===== config.mk =====
export PLATFORM = sky130hd
export DESIGN_NAME = apb_lcd_8080_ctrl
export DESIGN_NICKNAME = d
export VERILOG_FILES = /design/src/rtl/apb_lcd_8080_ctrl_pkg.sv /design/src/rtl/apb_lcd_8080_ctrl_fifo.sv /design/src/rtl/apb_lcd_8080_ctrl.sv
export SDC_FILE = /design/constraint.sdc
export NUM_CORES = 1
export LEC_CHECK = 0
export CORE_ASPECT_RATIO = 0.7
export CORE_UTILIZATION = 55
export CTS_CLUSTER_DIAMETER = 120
export DETAILED_ROUTE_END_ITERATION = 8
export PLACE_DENSITY = 0.86
export SKIP_LAST_GASP = 1
export SYNTH_ARGS = -nofsm -noshare
export SYNTH_HDL_FRONTEND = slang
export SYNTH_SLANG_ARGS = --single-unit

===== constraint.sdc =====
create_clock -name PCLK -period 3.5 [get_ports PCLK]
set_input_delay 0.7 -clock PCLK [delete_from_list [all_inputs] [get_ports PCLK]]
set_output_delay 0.7 -clock PCLK [all_outputs]
set_load 0.01 [all_outputs]

===== src/rtl/apb_lcd_8080_ctrl_pkg.sv =====
// lcd_pkg: shared constants, FSM states and FIFO entry layout for the 8080 LCD controller
package lcd_pkg;
    localparam int OFF_CMD    = 'h00;
    localparam int OFF_DATA   = 'h04;
    localparam int OFF_CTRL   = 'h08;
    localparam int OFF_TIMING = 'h0C;
    localparam int OFF_STATUS = 'h10;
    localparam logic [11:0] TIMING_RST = 12'h111;
    localparam int ENTRY_W = 17;
    typedef enum logic [1:0] {ST_IDLE, ST_SETUP, ST_STROBE, ST_HOLD} lcd_state_e;
    typedef struct packed {
        logic        rs;
        logic [15:0] data;
    } lcd_entry_t;
endpackage


===== src/rtl/apb_lcd_8080_ctrl_fifo.sv =====
// lcd_cmd_fifo: synchronous command FIFO; pushes while full and pops while empty are dropped
module lcd_cmd_fifo #(
    parameter int DEPTH = 4,
    parameter int WIDTH = 17
) (
    input  logic                   i_clk,
    input  logic                   i_rst_n,
    input  logic                   i_wr,
    input  logic [WIDTH-1:0]       i_wdata,
    input  logic                   i_rd,
    output logic [WIDTH-1:0]       o_rdata,
    output logic                   o_full,
    output logic                   o_empty,
    output logic [$clog2(DEPTH):0] o_level
);
    localparam int AW = $clog2(DEPTH);
    logic [WIDTH-1:0] r_mem [DEPTH];
    logic [AW-1:0]    r_wptr, r_rptr;
    logic [AW:0]      r_level;
    logic             w_wr, w_rd;
    assign o_full  = r_level == (AW+1)'(DEPTH);
    assign o_empty = r_level == '0;
    assign o_level = r_level;
    assign o_rdata = r_mem[r_rptr];
    assign w_wr    = i_wr & ~o_full;
    assign w_rd    = i_rd & ~o_empty;
    always_ff @(posedge i_clk) begin
        if (w_wr) r_mem[r_wptr] <= i_wdata;
    end
    always_ff @(posedge i_clk or negedge i_rst_n) begin
        if (!i_rst_n) begin
            r_wptr  <= '0;
            r_rptr  <= '0;
            r_level <= '0;
        end else begin
            if (w_wr) r_wptr <= r_wptr + 1'b1;
            if (w_rd) r_rptr <= r_rptr + 1'b1;
            if (w_wr && !w_rd) r_level <= r_level + 1'b1;
            else if (w_rd && !w_wr) r_level <= r_level - 1'b1;
        end
    end
endmodule


===== src/rtl/apb_lcd_8080_ctrl.sv =====
// apb_lcd_8080_ctrl: APB slave that queues LCD command/data words and strobes them out
// on an 8080-style bus with programmable setup/strobe/hold phases
module apb_lcd_8080_ctrl
    import lcd_pkg::*;
#(
    parameter int ADDRWIDTH  = 12,
    parameter int FIFO_DEPTH = 4
) (
    input  logic                 PCLK,
    input  logic                 PRESETn,
    input  logic                 PSEL,
    input  logic                 PENABLE,
    input  logic                 PWRITE,
    input  logic [ADDRWIDTH-1:0] PADDR,
    input  logic [31:0]          PWDATA,
    input  logic [3:0]           ECOREVNUM,
    output logic [31:0]          PRDATA,
    output logic                 PREADY,
    output logic                 PSLVERR,
    output logic                 LCD_CS,
    output logic                 LCD_RS,
    output logic                 LCD_WR,
    output logic                 LCD_RD,
    output logic                 LCD_RST,
    output logic                 LCD_BL_CTR,
    output logic [15:0]          LCD_DATA
);
    localparam int LW = $clog2(FIFO_DEPTH) + 1;
    logic [ADDRWIDTH-3:0] w_word;
    logic                 w_is_cmd, w_is_data, w_is_ctrl, w_is_timing, w_is_status;
    logic                 w_push_addr, w_wen, w_push, w_pop, w_zero;
    logic                 w_full, w_empty, w_busy;
    logic [LW-1:0]        w_level;
    logic [31:0]          w_status, w_rdata;
    lcd_entry_t           w_push_entry, w_head;
    lcd_state_e           r_state, w_next;
    logic [3:0]           r_cnt, w_cnt_next, w_setup, w_strobe, w_hold;
    logic [1:0]           r_ctrl;
    logic [11:0]          r_timing;
    logic                 r_cs, r_wr, r_rs;
    logic [15:0]          r_data;
    logic                 w_unused;
    assign w_unused    = ^{ECOREVNUM, PADDR[1:0], PWDATA[31:16]};
    assign w_word      = PADDR[ADDRWIDTH-1:2];
    assign w_is_cmd    = w_word == (ADDRWIDTH-2)'(OFF_CMD / 4);
    assign w_is_data   = w_word == (ADDRWIDTH-2)'(OFF_DATA / 4);
    assign w_is_ctrl   = w_word == (ADDRWIDTH-2)'(OFF_CTRL / 4);
    assign w_is_timing = w_word == (ADDRWIDTH-2)'(OFF_TIMING / 4);
    assign w_is_status = w_word == (ADDRWIDTH-2)'(OFF_STATUS / 4);
    assign w_push_addr = w_is_cmd | w_is_data;
    // Stall is decided on the registered full flag, so a same-cycle pop does not let a push in
    assign PREADY      = ~(PSEL & PWRITE & w_push_addr & w_full);
    assign PSLVERR     = 1'b0;
    assign w_wen       = PSEL & PENABLE & PWRITE & PREADY;
    assign w_push      = w_wen & w_push_addr;
    assign w_push_entry = '{rs: w_is_data, data: PWDATA[15:0]};
    lcd_cmd_fifo #(
        .DEPTH (FIFO_DEPTH),
        .WIDTH (ENTRY_W)
    ) u_fifo (
        .i_clk   (PCLK),
        .i_rst_n (PRESETn),
        .i_wr    (w_push),
        .i_wdata (w_push_entry),
        .i_rd    (w_pop),
        .o_rdata (w_head),
        .o_full  (w_full),
        .o_empty (w_empty),
        .o_level (w_level)
    );
    always_ff @(posedge PCLK or negedge PRESETn) begin
        if (!PRESETn) begin
            r_ctrl   <= '0;
            r_timing <= TIMING_RST;
        end else begin
            if (w_wen && w_is_ctrl) r_ctrl <= PWDATA[1:0];
            if (w_wen && w_is_timing) r_timing <= PWDATA[11:0];
        end
    end
    assign w_busy   = (r_state != ST_IDLE) | ~w_empty;
    assign w_status = {23'd0, 5'(w_level), 1'b0, w_empty, w_full, w_busy};
    always_comb begin
        w_rdata = w_is_ctrl   ? {30'd0, r_ctrl}   :
                  w_is_timing ? {20'd0, r_timing} :
                  w_is_status ? w_status          : 32'd0;
    end
    assign PRDATA   = (PSEL & ~PWRITE) ? w_rdata : 32'd0;
    assign w_setup  = r_timing[3:0];
    assign w_strobe = r_timing[7:4];
    assign w_hold   = r_timing[11:8];
    assign w_zero   = r_cnt == 4'd0;
    // Phase lengths are sampled only when the counter is loaded
    always_comb begin
        w_next     = r_state;
        w_cnt_next = w_zero ? 4'd0 : r_cnt - 4'd1;
        w_pop      = 1'b0;
        case (r_state)
            ST_IDLE: begin
                if (!w_empty) begin
                    w_pop      = 1'b1;
                    w_next     = ST_SETUP;
                    w_cnt_next = w_setup;
                end
            end
            ST_SETUP: begin
                if (w_zero) begin
                    w_next     = ST_STROBE;
                    w_cnt_next = w_strobe;
                end
            end
            ST_STROBE: begin
                if (w_zero) begin
                    w_next     = ST_HOLD;
                    w_cnt_next = w_hold;
                end
            end
            default: begin
                if (w_zero) begin
                    w_pop      = ~w_empty;
                    w_next     = w_empty ? ST_IDLE : ST_SETUP;
                    w_cnt_next = w_empty ? 4'd0 : w_setup;
                end
            end
        endcase
    end
    // Pins are registered from the next state so they never glitch
    always_ff @(posedge PCLK or negedge PRESETn) begin
        if (!PRESETn) begin
            r_state <= ST_IDLE;
            r_cnt   <= '0;
            r_cs    <= 1'b1;
            r_wr    <= 1'b1;
            r_rs    <= 1'b0;
            r_data  <= '0;
        end else begin
            r_state <= w_next;
            r_cnt   <= w_cnt_next;
            r_cs    <= w_next == ST_IDLE;
            r_wr    <= w_next != ST_STROBE;
            if (w_pop) begin
                r_rs   <= w_head.rs;
                r_data <= w_head.data;
            end
        end
    end
    assign LCD_CS     = r_cs;
    assign LCD_WR     = r_wr;
    assign LCD_RS     = r_rs;
    assign LCD_DATA   = r_data;
    assign LCD_RD     = 1'b1;
    assign LCD_RST    = r_ctrl[0];
    assign LCD_BL_CTR = r_ctrl[1];
endmodule

==> out/qor.txt <==
final max-slew violation count -> 0
Hold-fix buffers, CTS -> 0
core area -> 0.00869 sq mm
Most Frequent Cell on Critical Path -> clkdlybuf4s50_1
sequential share of the synthesized area -> 63.4%
final worst slack -> 0.0503 ns
number of DRC violations after detailed-routing iteration 0 -> 298
synthesized area per cell -> 15.5 sq um
design internal power -> 3320 uW
Sequential Power Share -> 39.7%
FF-to-FF Start -> r_cnt[0]
slack of the worst reg-to-reg path -> 1.12 ns
x dimension of the die -> 117 um
Final Hold Viols -> 0
Setup crit end kind -> primary output
maximum clock path buffer count -> 2
crit share post-route -> 98.6%
Pwr Total -> 4630 uW
level count of the clock H-tree -> 4
type of the worst min-delay path -> in -> async
Fin Clk Skew -> 0.00484 ns
number of setup violations in the final report -> 0
I/O pin count -> 109
worst-path cell chain -> clkdlybuf4s50_1, nor4_4, buf_4, and3_1, nand3_1, a21oi_1, clkdlybuf4s50_1
number of diodes -> 0
Worst Setup Slack post-DPL -> 0.0535 ns
CTS Root Buffer Type -> clkbuf_16
Least-Margin Pin Slew -> 1.06 ns
share of layout cells above drive strength 1 -> 25.1%
fraction of power spent switching nets -> 28.2%
switching power of the nets -> 1310 uW
cell area after technology mapping -> 0.00505 sq mm
Cell Pwr Density -> 726 mW/mm^2
DR vias/cell -> 5.61
gate count after technology mapping -> 326
endpoint of the lowest-slack register-to-register path -> u_fifo.o_level[2]
status -> completed
largest driver fanout on the critical path -> 4
Detail Route Antenna Nets -> 0
worst rel slew slack -> 29.5%
largest stage delay on the critical path -> 0.58 ns
worst skew pair latency -> 0.41 ns
Crit path required time -> 2.80 ns
leading post-synthesis cells by cell area -> edfxtp_1, dfrtp_1, mux4_2, mux2_2, buf_4
routed wirelength normalized by instance count -> 19.2 um
worst ir drop on vdd -> 0.594 mV
top post-synthesis cells by count -> edfxtp_1, dfrtp_1, buf_4
category of the most critical setup path -> in -> out
Max Freq -> 0.290 GHz
initial core utilization -> 58.1%
maxcap violations -> 0
Area Growth Syn to Fin -> 26.1%
number of cells on the worst reg-to-reg path -> 11
global-route wire length before repair -> 16300 um
reported leakage power -> 0.00240 uW
pin count of the biggest net entering global routing -> 47
half-perimeter wire length of the detailed placement result -> 6840 um
Residual DRC -> 0
clock network fraction of design power -> 33.3%
number of nets in the layout -> 471
fraction of registers with async set/reset -> 40.4%
worst hold-check slack -> 0.484 ns
total of buffers placed on input and output ports -> 64
final period demand of the worst path -> 3.45 ns
clock-pin slew of the registers on the worst-case setup and hold paths -> 0.05 ns
GPL Wtd Cong -> 0.887
buffers plus inverters on the worst setup path -> 3
Synth top area share -> 40.4%
crit-path leading delay family -> buffers and inverters
count of yosys warnings during synthesis -> 0
power share of the combinational group -> 26.9%
total of fill cells in the finished design -> 585
dominant cell by count in the synthesized netlist -> edfxtp_1
arrival time of the worst setup path -> 2.75 ns
total global-route track usage -> 24.6%
via count of the first global-routing pass -> 3164
standard-cell rows -> 28
Die Span Y -> 82.2 um
library cell with the largest summed area after synthesis -> edfxtp_1
Final Core Density -> 73.3%
Cell variety after synth -> 49
sum of overflow across all layers after global routing -> 0
initial antenna violation count -> 0
synthesized flop and latch total -> 114
crit path launch type -> input pin
Via Count -> 3046
final wirelength -> 10400 um
area of the die -> 0.00957 sq mm
leading register cell type out of synthesis -> edfxtp_1
clock buffers created by TritonCTS -> 17
Sink Count -> 114
Pre-Repair DR Iteration Count -> 4
CTS tree -> built
Slowest-stage cell, CP -> clkdlybuf4s50_1
EDFF count, synth -> 68
## layout make-up
cell class | instances | area, sq um | area share (%)
clock buffers | 23 | 488 | 7.66
clock inverters | 9 | 56.3 | 0.884
repair buffers | 83 | 778 | 12.2
well taps | 120 | 150 | 2.36
inverters | 10 | 37.5 | 0.589
multi-input cells | 184 | 1660 | 26.1
flip-flops and latches | 114 | 3200 | 50.2
## through the flow
stage | cells | instance area (sq um) | setup TNS, ns
after floorplan | 346 | 5120 | 0
after global routing | 543 | 6370 | -0.0882
final | 543 | 6370 | 0
after global placement | 508 | 5800 | 0
after detailed placement | 508 | 5800 | 0
after CTS | 540 | 6340 | 0
## power groups by stage
stage	Combinational (uW)	Sequential (uW)	Clock (uW)
6_report	1250	1840	1540
2_1_floorplan	880	1790	0
4_1_cts	1250	1840	1570
5_1_grt	1370	1870	1630
3_3_place_gp	1200	1840	0
3_5_place_dp	1240	1860	0
## sequential cells by signal (all words and copies together), names as in the netlist
| signal | cells |
|---|---|
| u_fifo.r_rptr | 2 |
| r_ctrl | 2 |
| LCD_DATA | 16 |
| u_fifo.r_mem | 68 |
| r_timing | 12 |
| LCD_RS | 1 |
| r_cnt | 4 |
| r_state | 2 |
| u_fifo.r_wptr | 2 |
| LCD_CS | 1 |
| u_fifo.o_level | 3 |
| LCD_WR | 1 |
## repair_timing
| item | in CTS | in global routing |
|---|---|---|
| buffers inserted | 0 | 3 |
| resized for setup | 0 | 1 |
| setup endpoints to repair | 0 | 5 |
## per-layer routing
metal / vias up / GRT usage, % / share of wire (%)
met5: - / 0 / 0
met4: 0 / 10.1 / 1.3
met3: 15 / 8.98 / 8.7
met2: 157 / 40.4 / 49
met1: 1532 / 29.8 / 41
li1: 1342 / - / -
## worst max path at each step
| stage | startpoint | to | slack [ns] | cells past startpoint |
|---|---|---|---|---|
| 3_5_place_dp | PADDR[4] | PRDATA[3] | 0.05 | 5 |
| 5_1_grt | PADDR[10] | PRDATA[4] | -0.04 | 7 |
| 4_1_cts | PADDR[4] | PRDATA[3] | 0.02 | 5 |
| 6_report | PADDR[10] | PRDATA[4] | 0.05 | 7 |
| 3_3_place_gp | PADDR[4] | PRDATA[3] | 0.07 | 5 |
| 2_1_floorplan | PADDR[7] | u_fifo.o_level[2] | 0.63 | 9 |
## logic make-up (layout without fill, tap and decap cells)
| group | count (synthesis) | count (layout) | synth area share, % |
|---|---|---|---|
| other | 2 | 22 | 0.149 |
| adder cells (fa/ha/maj) | 8 | 8 | 2.13 |
| flip-flops | 114 | 114 | 63.4 |
| XOR/XNOR | 10 | 10 | 1.73 |
| AO/OA/AOI/OAI | 25 | 25 | 3.44 |
| multiplexers | 52 | 52 | 15.6 |
| AND/OR/NAND/NOR | 67 | 67 | 8.23 |
| buffers and inverters | 48 | 125 | 5.38 |
## placed cells by master, fill, tap and decap left out, drive strengths merged, types with 10 or more instances in the layout
cell type / n
edfxtp: 68
clkdlybuf4s50: 63
dfrtp: 41
mux2: 34
clkbuf: 23
conb: 22
buf: 20
mux4: 17
nand3: 12
nand2: 11
inv: 10
nor2: 10
nor3: 10
No activity file was read; power rests on OpenSTA's default activity.
